### config.mk
export PLATFORM = sky130hd
export DESIGN_NAME = dsp_arbiter
export DESIGN_NICKNAME = d
export VERILOG_FILES = /design/src/rtl/dsp_arbiter.sv
export SDC_FILE = /design/constraint.sdc
export NUM_CORES = 1
export LEC_CHECK = 0
export CAP_MARGIN = 5
export CORE_AREA = 3 3 356 358
export CTS_BUF_LIST = sky130_fd_sc_hd__clkbuf_8 sky130_fd_sc_hd__clkbuf_16
export DETAILED_ROUTE_END_ITERATION = 7
export DIE_AREA = 0 0 359 361
export DONT_BUFFER_PORTS = 1
export GPL_TIMING_DRIVEN = 0
export PLACE_DENSITY_LB_ADDON = 0.08
export REMOVE_ABC_BUFFERS = 1
export SYNTH_ARGS = -nofsm -noshare
export SYNTH_HDL_FRONTEND = slang
export SYNTH_SLANG_ARGS = --single-unit
### constraint.sdc
create_clock -name clk -period 1.8 [get_ports clk]
set_input_delay 0.27 -clock clk [delete_from_list [all_inputs] [get_ports clk]]
set_output_delay 0.27 -clock clk [all_outputs]
set_load 0.03 [all_outputs]
### src/rtl/dsp_arbiter.sv
// dsp_arbiter
// Shares one bank of DSP multiplier lanes between NUM_REQ requesters.
// A round-robin arbiter with a burst cap picks one owner at a time. The
// owner's operands and clock enable are muxed onto the bank. A tag pipeline
// that matches the DSP latency sends each product back to the requester
// that issued it, even after the grant has moved on.
//
// Ports
//   clk, rst    clock; synchronous active-high reset
//   req         per-requester request, held high for the whole burst
//   ce_in       per-requester DSP enable, honoured only while granted
//   a_in, b_in  per-requester operands, NUM_REQ x LANES x 18, requester 0 in the LSBs
//   gnt         registered one-hot grant, or all zero
//   owner       index of the current grantee (valid only when gnt != 0)
//   res_out     DSP products broadcast to all requesters, LANES x 37
//   res_valid   one-hot; marks res_out as belonging to requester i this cycle
//   dsp_a0/b0   operands driven to the DSP bank, LANES x 18
//   dsp_ce      DSP bank clock enable
//   dsp_out     DSP bank products, LANES x 37
module dsp_arbiter #(
  parameter int NUM_REQ   = 2,
  parameter int LANES     = 5,
  parameter int DSP_LAT   = 1,
  parameter int MAX_BURST = 64,
  localparam int OWN_W    = (NUM_REQ > 1) ? $clog2(NUM_REQ) : 1
) (
  input  logic                       clk,
  input  logic                       rst,
  input  logic [NUM_REQ-1:0]         req,
  input  logic [NUM_REQ-1:0]         ce_in,
  input  logic [NUM_REQ*LANES*18-1:0] a_in,
  input  logic [NUM_REQ*LANES*18-1:0] b_in,
  output logic [NUM_REQ-1:0]         gnt,
  output logic [LANES*37-1:0]        res_out,
  output logic [NUM_REQ-1:0]         res_valid,
  output logic [OWN_W-1:0]           owner,
  output logic [LANES*18-1:0]        dsp_a0,
  output logic [LANES*18-1:0]        dsp_b0,
  output logic                       dsp_ce,
  input  logic [LANES*37-1:0]        dsp_out
);

  localparam int OPW    = LANES * 18;
  localparam int BCNT_W = $clog2(MAX_BURST + 1);
  localparam int LAST   = DSP_LAT - 1;

  typedef enum logic {G_NONE, G_HELD} gstate_e;

  gstate_e            state_q, state_d;
  logic [NUM_REQ-1:0] gnt_q, gnt_d;
  logic [OWN_W-1:0]   owner_q, owner_d;
  logic [OWN_W-1:0]   ptr_q, ptr_d;
  logic [BCNT_W-1:0]  bcnt_q, bcnt_d;

  logic               tag_v_q   [DSP_LAT];
  logic               tag_v_d   [DSP_LAT];
  logic [OWN_W-1:0]   tag_own_q [DSP_LAT];
  logic [OWN_W-1:0]   tag_own_d [DSP_LAT];

  logic [NUM_REQ-1:0] cand;
  logic               pick_found;
  logic [OWN_W-1:0]   pick_idx;
  logic [OWN_W-1:0]   pick_nxt;
  logic               at_cap;
  logic               keep;

  // Round-robin search. While a grant is held, the owner is removed from the
  // candidates. ptr is always owner+1 at that point, so one search from ptr
  // covers two cases: the voluntary release and the forced hand-over at the
  // burst cap.
  // NOTE: every variable of a combinational block gets a default before any
  // conditional write, so no path leaves it unassigned and no latch is inferred.
  always_comb begin : search_c
    int idx;
    cand = req;
    if (state_q == G_HELD) cand[owner_q] = 1'b0;
    pick_found = 1'b0;
    pick_idx   = '0;
    idx        = 0;
    for (int k = 0; k < NUM_REQ; k++) begin
      idx = int'(ptr_q) + k;
      if (idx >= NUM_REQ) idx = idx - NUM_REQ;
      if (!pick_found && cand[OWN_W'(idx)]) begin
        pick_found = 1'b1;
        pick_idx   = OWN_W'(idx);
      end
    end
    pick_nxt = (int'(pick_idx) == NUM_REQ - 1) ? '0 : pick_idx + 1'b1;
  end

  always_comb begin : next_c
    state_d = state_q;
    gnt_d   = gnt_q;
    owner_d = owner_q;
    ptr_d   = ptr_q;
    bcnt_d  = bcnt_q;

    at_cap = (bcnt_q == BCNT_W'(MAX_BURST));
    // The owner keeps the bank while it still requests, unless the cap is
    // reached and someone else is waiting.
    keep = (state_q == G_HELD) && req[owner_q] && (!at_cap || !pick_found);

    if (keep) begin
      if (!at_cap) bcnt_d = bcnt_q + 1'b1;
    end else if (pick_found) begin
      state_d         = G_HELD;
      gnt_d           = '0;
      gnt_d[pick_idx] = 1'b1;
      owner_d         = pick_idx;
      ptr_d           = pick_nxt;
      bcnt_d          = BCNT_W'(1);
    end else begin
      // Released with nobody waiting. ptr keeps its value.
      state_d = G_NONE;
      gnt_d   = '0;
      bcnt_d  = '0;
    end
  end

  // The operand mux is driven straight from the registered grant, so an
  // ungranted requester's ce_in never reaches the bank.
  always_comb begin : mux_c
    dsp_a0 = '0;
    dsp_b0 = '0;
    dsp_ce = 1'b0;
    if (state_q == G_HELD) begin
      dsp_a0 = a_in[int'(owner_q)*OPW +: OPW];
      dsp_b0 = b_in[int'(owner_q)*OPW +: OPW];
      dsp_ce = ce_in[owner_q];
    end
  end

  // Each tag stage records who issued the DSP operation in that slot.
  always_comb begin : tag_c
    tag_v_d[0]   = dsp_ce;
    tag_own_d[0] = owner_q;
    for (int s = 1; s < DSP_LAT; s++) begin
      tag_v_d[s]   = tag_v_q[s-1];
      tag_own_d[s] = tag_own_q[s-1];
    end
  end

  always_comb begin : res_c
    res_valid = '0;
    if (tag_v_q[LAST]) res_valid[tag_own_q[LAST]] = 1'b1;
  end

  // NOTE: sequential state uses non-blocking assignments. Every flop then
  // samples the value from before the edge, whatever the statement order.
  always_ff @(posedge clk) begin
    if (rst) begin
      state_q <= G_NONE;
      gnt_q   <= '0;
      owner_q <= '0;
      ptr_q   <= '0;
      bcnt_q  <= '0;
      for (int s = 0; s < DSP_LAT; s++) tag_v_q[s] <= 1'b0;
    end else begin
      state_q <= state_d;
      gnt_q   <= gnt_d;
      owner_q <= owner_d;
      ptr_q   <= ptr_d;
      bcnt_q  <= bcnt_d;
      for (int s = 0; s < DSP_LAT; s++) tag_v_q[s] <= tag_v_d[s];
    end
  end

  // NOTE: only the tag valid bits need reset. The owner fields are ignored
  // while their valid bit is low, so these flops are left without reset.
  always_ff @(posedge clk) begin
    for (int s = 0; s < DSP_LAT; s++) tag_own_q[s] <= tag_own_d[s];
  end

  assign gnt     = gnt_q;
  assign owner   = owner_q;
  assign res_out = dsp_out;

endmodule

## After elaboration in Yosys (flattened, before gate mapping)

Memory sizes are Yosys's and may differ from the RTL's.
Index checks and enable logic that the tools add are counted.

- Word-level logic and storage cells: 78
- Register bits after elaboration: 12
- Bits in writable memories: 2
- Input port bits: 551
- Memories kept: 2
- Output and inout port bits: 371

- Reductions and logical operators: 12
- Shift operators: 2
- Bitwise gates (word level): 3
- Multipliers: 1
- Equal/unequal tests: 2
- $add $sub $neg: 5
- Order comparisons: 10
- Multiplexer cells: 36

Memories:

| name | words | width | rd ports | clocked after Yosys merged registers in | write ports | line | RTL |
|---|---|---|---|---|---|---|---|
| tag_own_q | 1 | 1 | 1 | 0 | 1 | 57 | `logic [OWN_W-1:0] tag_own_q [DSP_LAT];` |
| tag_v_q | 1 | 1 | 1 | 0 | 1 | 55 | `logic tag_v_q [DSP_LAT];` |

Operators with widths:

| cell | number |
|---|---|
| $mux 90 | 2 |
| $shiftx 180x32->90 | 1 |
| $shiftx 180x9->90 | 1 |
| $mux 1 | 27 |
| $mux 7 | 2 |
| $add 7x1->7 const B | 1 |
| $eq 7x7->1 const B | 1 |
| $mul 1x6->7 const B | 1 |
| $logic_and 1x1->1 | 6 |
| $lt 1x2->1 const B | 3 |
| $lt 1x3->1 const B | 2 |
| $mux 2 | 2 |
| $demux 1 s1 | 3 |
| $ge 1x1->1 const B | 3 |
| $logic_not 1->1 | 3 |
| $add 1x1->2 const B | 1 |
| $ge 1x2->1 const B | 1 |
| $ge 2x2->1 const B | 1 |
| $ne 2x2->1 const B | 1 |
| $not 1->1 | 2 |
| $reduce_and 2->1 | 1 |
| $sub 1x1->1 const B | 2 |
| $add 1x1->1 const B | 1 |
| $and 1x1->1 | 1 |
| 2 further kinds | 2 |

## Logic depth before layout (Yosys ltp)

- Depth after elaboration: 18
- Gate-level depth with buffers: 7
- Gate-level depth less buffers: 6

## Least setup slack after synthesis

Ideal clock, no wire load.

- Path type: reg-to-output
- Start point: register owner_q (netlist: owner)
- End point: output dsp_a0[10]
- Path slack: -0.283 ns
- Cell stages (with the launch flop): 6
- Data arrival time: 1.813 ns
- Data required time: 1.530 ns
- Path buffers: 3
- Path through: dfxtp_1 -> buf_2 -> clkbuf_1 -> buf_2 -> mux2i_1 -> nor2_1

- Longest elaborated chain between the ends: 3

RTL lines:

| item | line | RTL |
|---|---|---|
| start: declaration | 51 | `logic [OWN_W-1:0] owner_q, owner_d;` |
| start signal: assignment | 161 | `owner_q <= owner_d;` |
| $mul 1x6->7 | 127 | `dsp_a0 = a_in[int'(owner_q)*OPW +: OPW];` |
| $shiftx 180x32->90 | 127 |  |
| $mux 90 | 126 | `if (state_q == G_HELD) begin` |
| end: declaration | 37 | `output logic [LANES*18-1:0] dsp_a0,` |

No other way between the ends.

## Final worst setup path

- Start point: register owner_q (netlist: owner)
- End point: output dsp_b0[13]

- Longest elaborated chain between the ends: 3

RTL lines:

| item | line | RTL |
|---|---|---|
| $mul 1x6->7 | 128 | `dsp_b0 = b_in[int'(owner_q)*OPW +: OPW];` |
| $shiftx 180x9->90 | 128 |  |
| $mux 90 | 126 |  |
| end: declaration | 38 | `output logic [LANES*18-1:0] dsp_b0,` |

No other way between the ends.

==> run_results.csv <==
group,metric,value,unit
outcome,status,"finished with violations",
outcome,violations,"setup timing",
timing,hold_viol,0,
synth,yosysSeqAreaShare,0.0598,
setup_path,end_kind,"output pin",
global_routing,antenna_found_initial,3,
synth,syn_avg_cell_area,7.12,sq um
layout,layout_common_cells,"171 x nor2_4, 135 x mux2i_4, 30 x mux2i_2",
global_routing,grtUsageMet2,0.272,
synth,synth_simple_gate_area_frac,0.184,
clock_network,cts.reportedPaths.clkPinSlew,0.05,ns
place,dp_hpwl,87400,microns
place,dp.cells,2076,
setup_path,cp_top_family,"buffers and inverters",
global_routing,grt-busiest-layer,"met2",
setup_path,worst-path-max-fanout,7,
routing,dr.pass1.iters,6,
routing,vias,5065,
layout,final_cells,2159,
min_path,worstHoldPathType,"in -> reg",
synth,netlist_instances,659,
setup_path,critPathLaunchType,"flop",
setup_path,critPathMaxStageDelay,0.55,ns
global_routing,grt_pass1_wl,115000,microns
place,gp_congestion,0.819,
setup_path,critical_path_class,"reg -> out",
global_routing,track_usage,0.151,
timing,period_share,1.20,
synth,muxShareOfSynthArea,0.388,
global_routing,grt_pass1_vias,5167,
setup_path,cp_slowest_cell,"dfxtp_4",
setup_path,crit_chain,"buf_16 > buf_16 > buf_12 > buf_16 > mux2i_2 > nor2_4",
synth,synth_top_family_by_area,"multiplexers",
timing,skew,0.00424,ns
floorplan,fp-row-count,129,
synth,synth_xor_area_frac,0.00747,
clock_network,cts_tree,"yes",
timing,setup_viol,185,
setup_path,critPathBufInv,4,
global_routing,met1_usage,0.0872,
timing,post-route-min-period,2.15,ns
routing,drt_wl_total,104000,microns
synth,synth.top_cell.area_share,0.388,
floorplan,core-area,124000,sq um
job,maxCapViolations,0,
routing,drtAntennaViolNets,0,
clock_network,htree_levels,1,
clock_network,numCtsBuffers,3,
global_routing,grt_max_degree,80,
floorplan,die-area,130000,sq um
synth,yosys_warnings,0,
floorplan,die_h,361,microns
synth,synth_fa_ha_area_frac,0.00534,
synth,synth_cell_types,34,
synth,yosysTopAreaCell,"mux2i_1",
setup_path,crit_required,1.53,ns
setup_path,cpMostUsedCell,"buf_16",
routing,wl_per_cell,48.2,microns
timing,drv_slew,0,
routing,drc,0,
routing,via_per_inst,2.35,
clock_network,clock-root-buffer,"clkbuf_16",
global_routing,overflow,0,
timing,relSlewSlack,0.563,
timing,tightest_slew,0.656,ns
synth,synth_compound_area_frac,0.0147,
timing,worst_slack,-0.353,ns
floorplan,start_util,0.0379,
pwr,power_density,363,nW/um^2
routing,drt_iter0_markers,244,
pwr,ir_worst_vdd,0.331,mV
clock_network,insertion_delay,0.25,ns
timing,fmax,0.465,GHz
synth,ys_ff_latch,14,
clock_network,clockBufferDepth,2,
synth,syn-cell-area,4690,sq um
timing,rsz0062_at_grt,"yes",
place,port_buffers,0,
layout,mostFrequentLayoutCell,"nor2_4",
layout,drive_gt1_frac,0.854,
layout,syn_to_final_growth,110,%
synth,netlist_top_cells_area,"mux2i_1 39%, buf_4 30%, nor2_1 15%",
floorplan,num_io_pins,922,
layout,nets,1075,
place,place_ws,-1.17,ns
pwr,leakage,2.15,nW
floorplan,die_w,359,microns
setup_path,worst_ep_arrival_time,1.88,ns
clock_network,clkSinkCount,14,
global_routing,use_met3,0.182,
cells by family (layout without fill, tap and decap cells):
family          count (synthesis)  in the layout
compound gates                 11             11
xor+xnor                        4              4
buf+inv                       233             95
simple gates                  213            213
fa+ha+maj                       2              2
other cells                     0              1
flops                          14             14
mux                           182            182
worst paths after layout:
kind / slack [ns] / cells past startpoint / endpoint / startpoint
hold / removal: 0.09 / 1 / owner / rst
setup reg to reg: -0.19 / 6 / gnt[1] / owner
setup / recovery: -0.35 / 6 / dsp_b0[13] / owner
hold reg to reg: 0.52 / 2 / bcnt_q[1] / bcnt_q[1]
Yosys cell counts:
cell / n
nor3_1: 2
o22ai_1: 1
or4_4: 1
o31ai_1: 1
nand4_1: 1
clkbuf_1: 21
inv_1: 5
nand3b_1: 1
ha_1: 2
a21oi_1: 5
and3_2: 2
buf_4: 186
dfxtp_1: 14
and2_1: 1
nor3_2: 1
a311oi_2: 1
nand2b_1: 2
or3_1: 1
nand2_1: 3
nor2_1: 188
xnor2_1: 2
or2_4: 1
or2b_1: 1
buf_1: 1
inv_2: 1
xor2_1: 2
mux2i_1: 182
and3_1: 1
nor2b_1: 1
or2_1: 1
o21ai_1: 1
nand3_1: 5
buf_2: 19
o21ai_0: 2
routing by layer:
layer,up-vias,part of all wire
met5,-,0.015
met4,20,0.032
met3,66,0.25
met2,1052,0.50
met1,2196,0.21
li1,1731,-
state kept, by name, indices dropped and copies added, names as in the netlist:
signal	cells
owner	1
bcnt_q	7
state_q	1
gnt	2
tag_own_q	1
ptr_q	1
tag_v_q	1
layout make-up:
cell class / count / area (sq um)
fill: 14305 / 114000
multi-input combinational: 412 / 5940
tap: 1637 / 2050
timing repair buffer: 83 / 1410
sequential: 14 / 288
clock buffer: 3 / 75.1
inverter: 6 / 48.8
timing repair inverter: 2 / 22.5
clock inverter: 1 / 3.75
antenna: 1 / 2.50
timing repair:
item	in CTS	in global routing
hold buffers	0	0
resized for setup	594	124
setup buffers	41	18
pin swaps	3	30
setup endpoints to repair	187	190
gates cloned	20	4
stage by stage:
stage | util | instance area [sq um] | power (W) | hold slack, ns | setup TNS (ns)
floorplan | - | 3120 | 0.00153 | 0.347 | -1119.78
global placement | 0.0418 | 5160 | 0.00189 | 0.355 | -1639.82
detailed placement | 0.0431 | 5330 | 0.00165 | 0.349 | -61.69
CTS | 0.0729 | 9010 | 0.00338 | 0.0841 | -52.25
global route | 0.0796 | 9840 | 0.00373 | 0.0792 | -57.32
finish | 0.0796 | 9840 | 0.00357 | 0.0886 | -38.43
where the power goes:
part / internal, W / switching (W) / total (W) / leakage (nW)
combinational: 0.00123 / 0.00156 / 0.00278 / 2.00
clock: 0.000295 / 0.000144 / 0.000439 / 0.0423
sequential: 0.000321 / 0.0000304 / 0.000351 / 0.116
total: 0.00184 / 0.00173 / 0.00357 / 2.15
No activity file was read; power rests on OpenSTA's default activity.
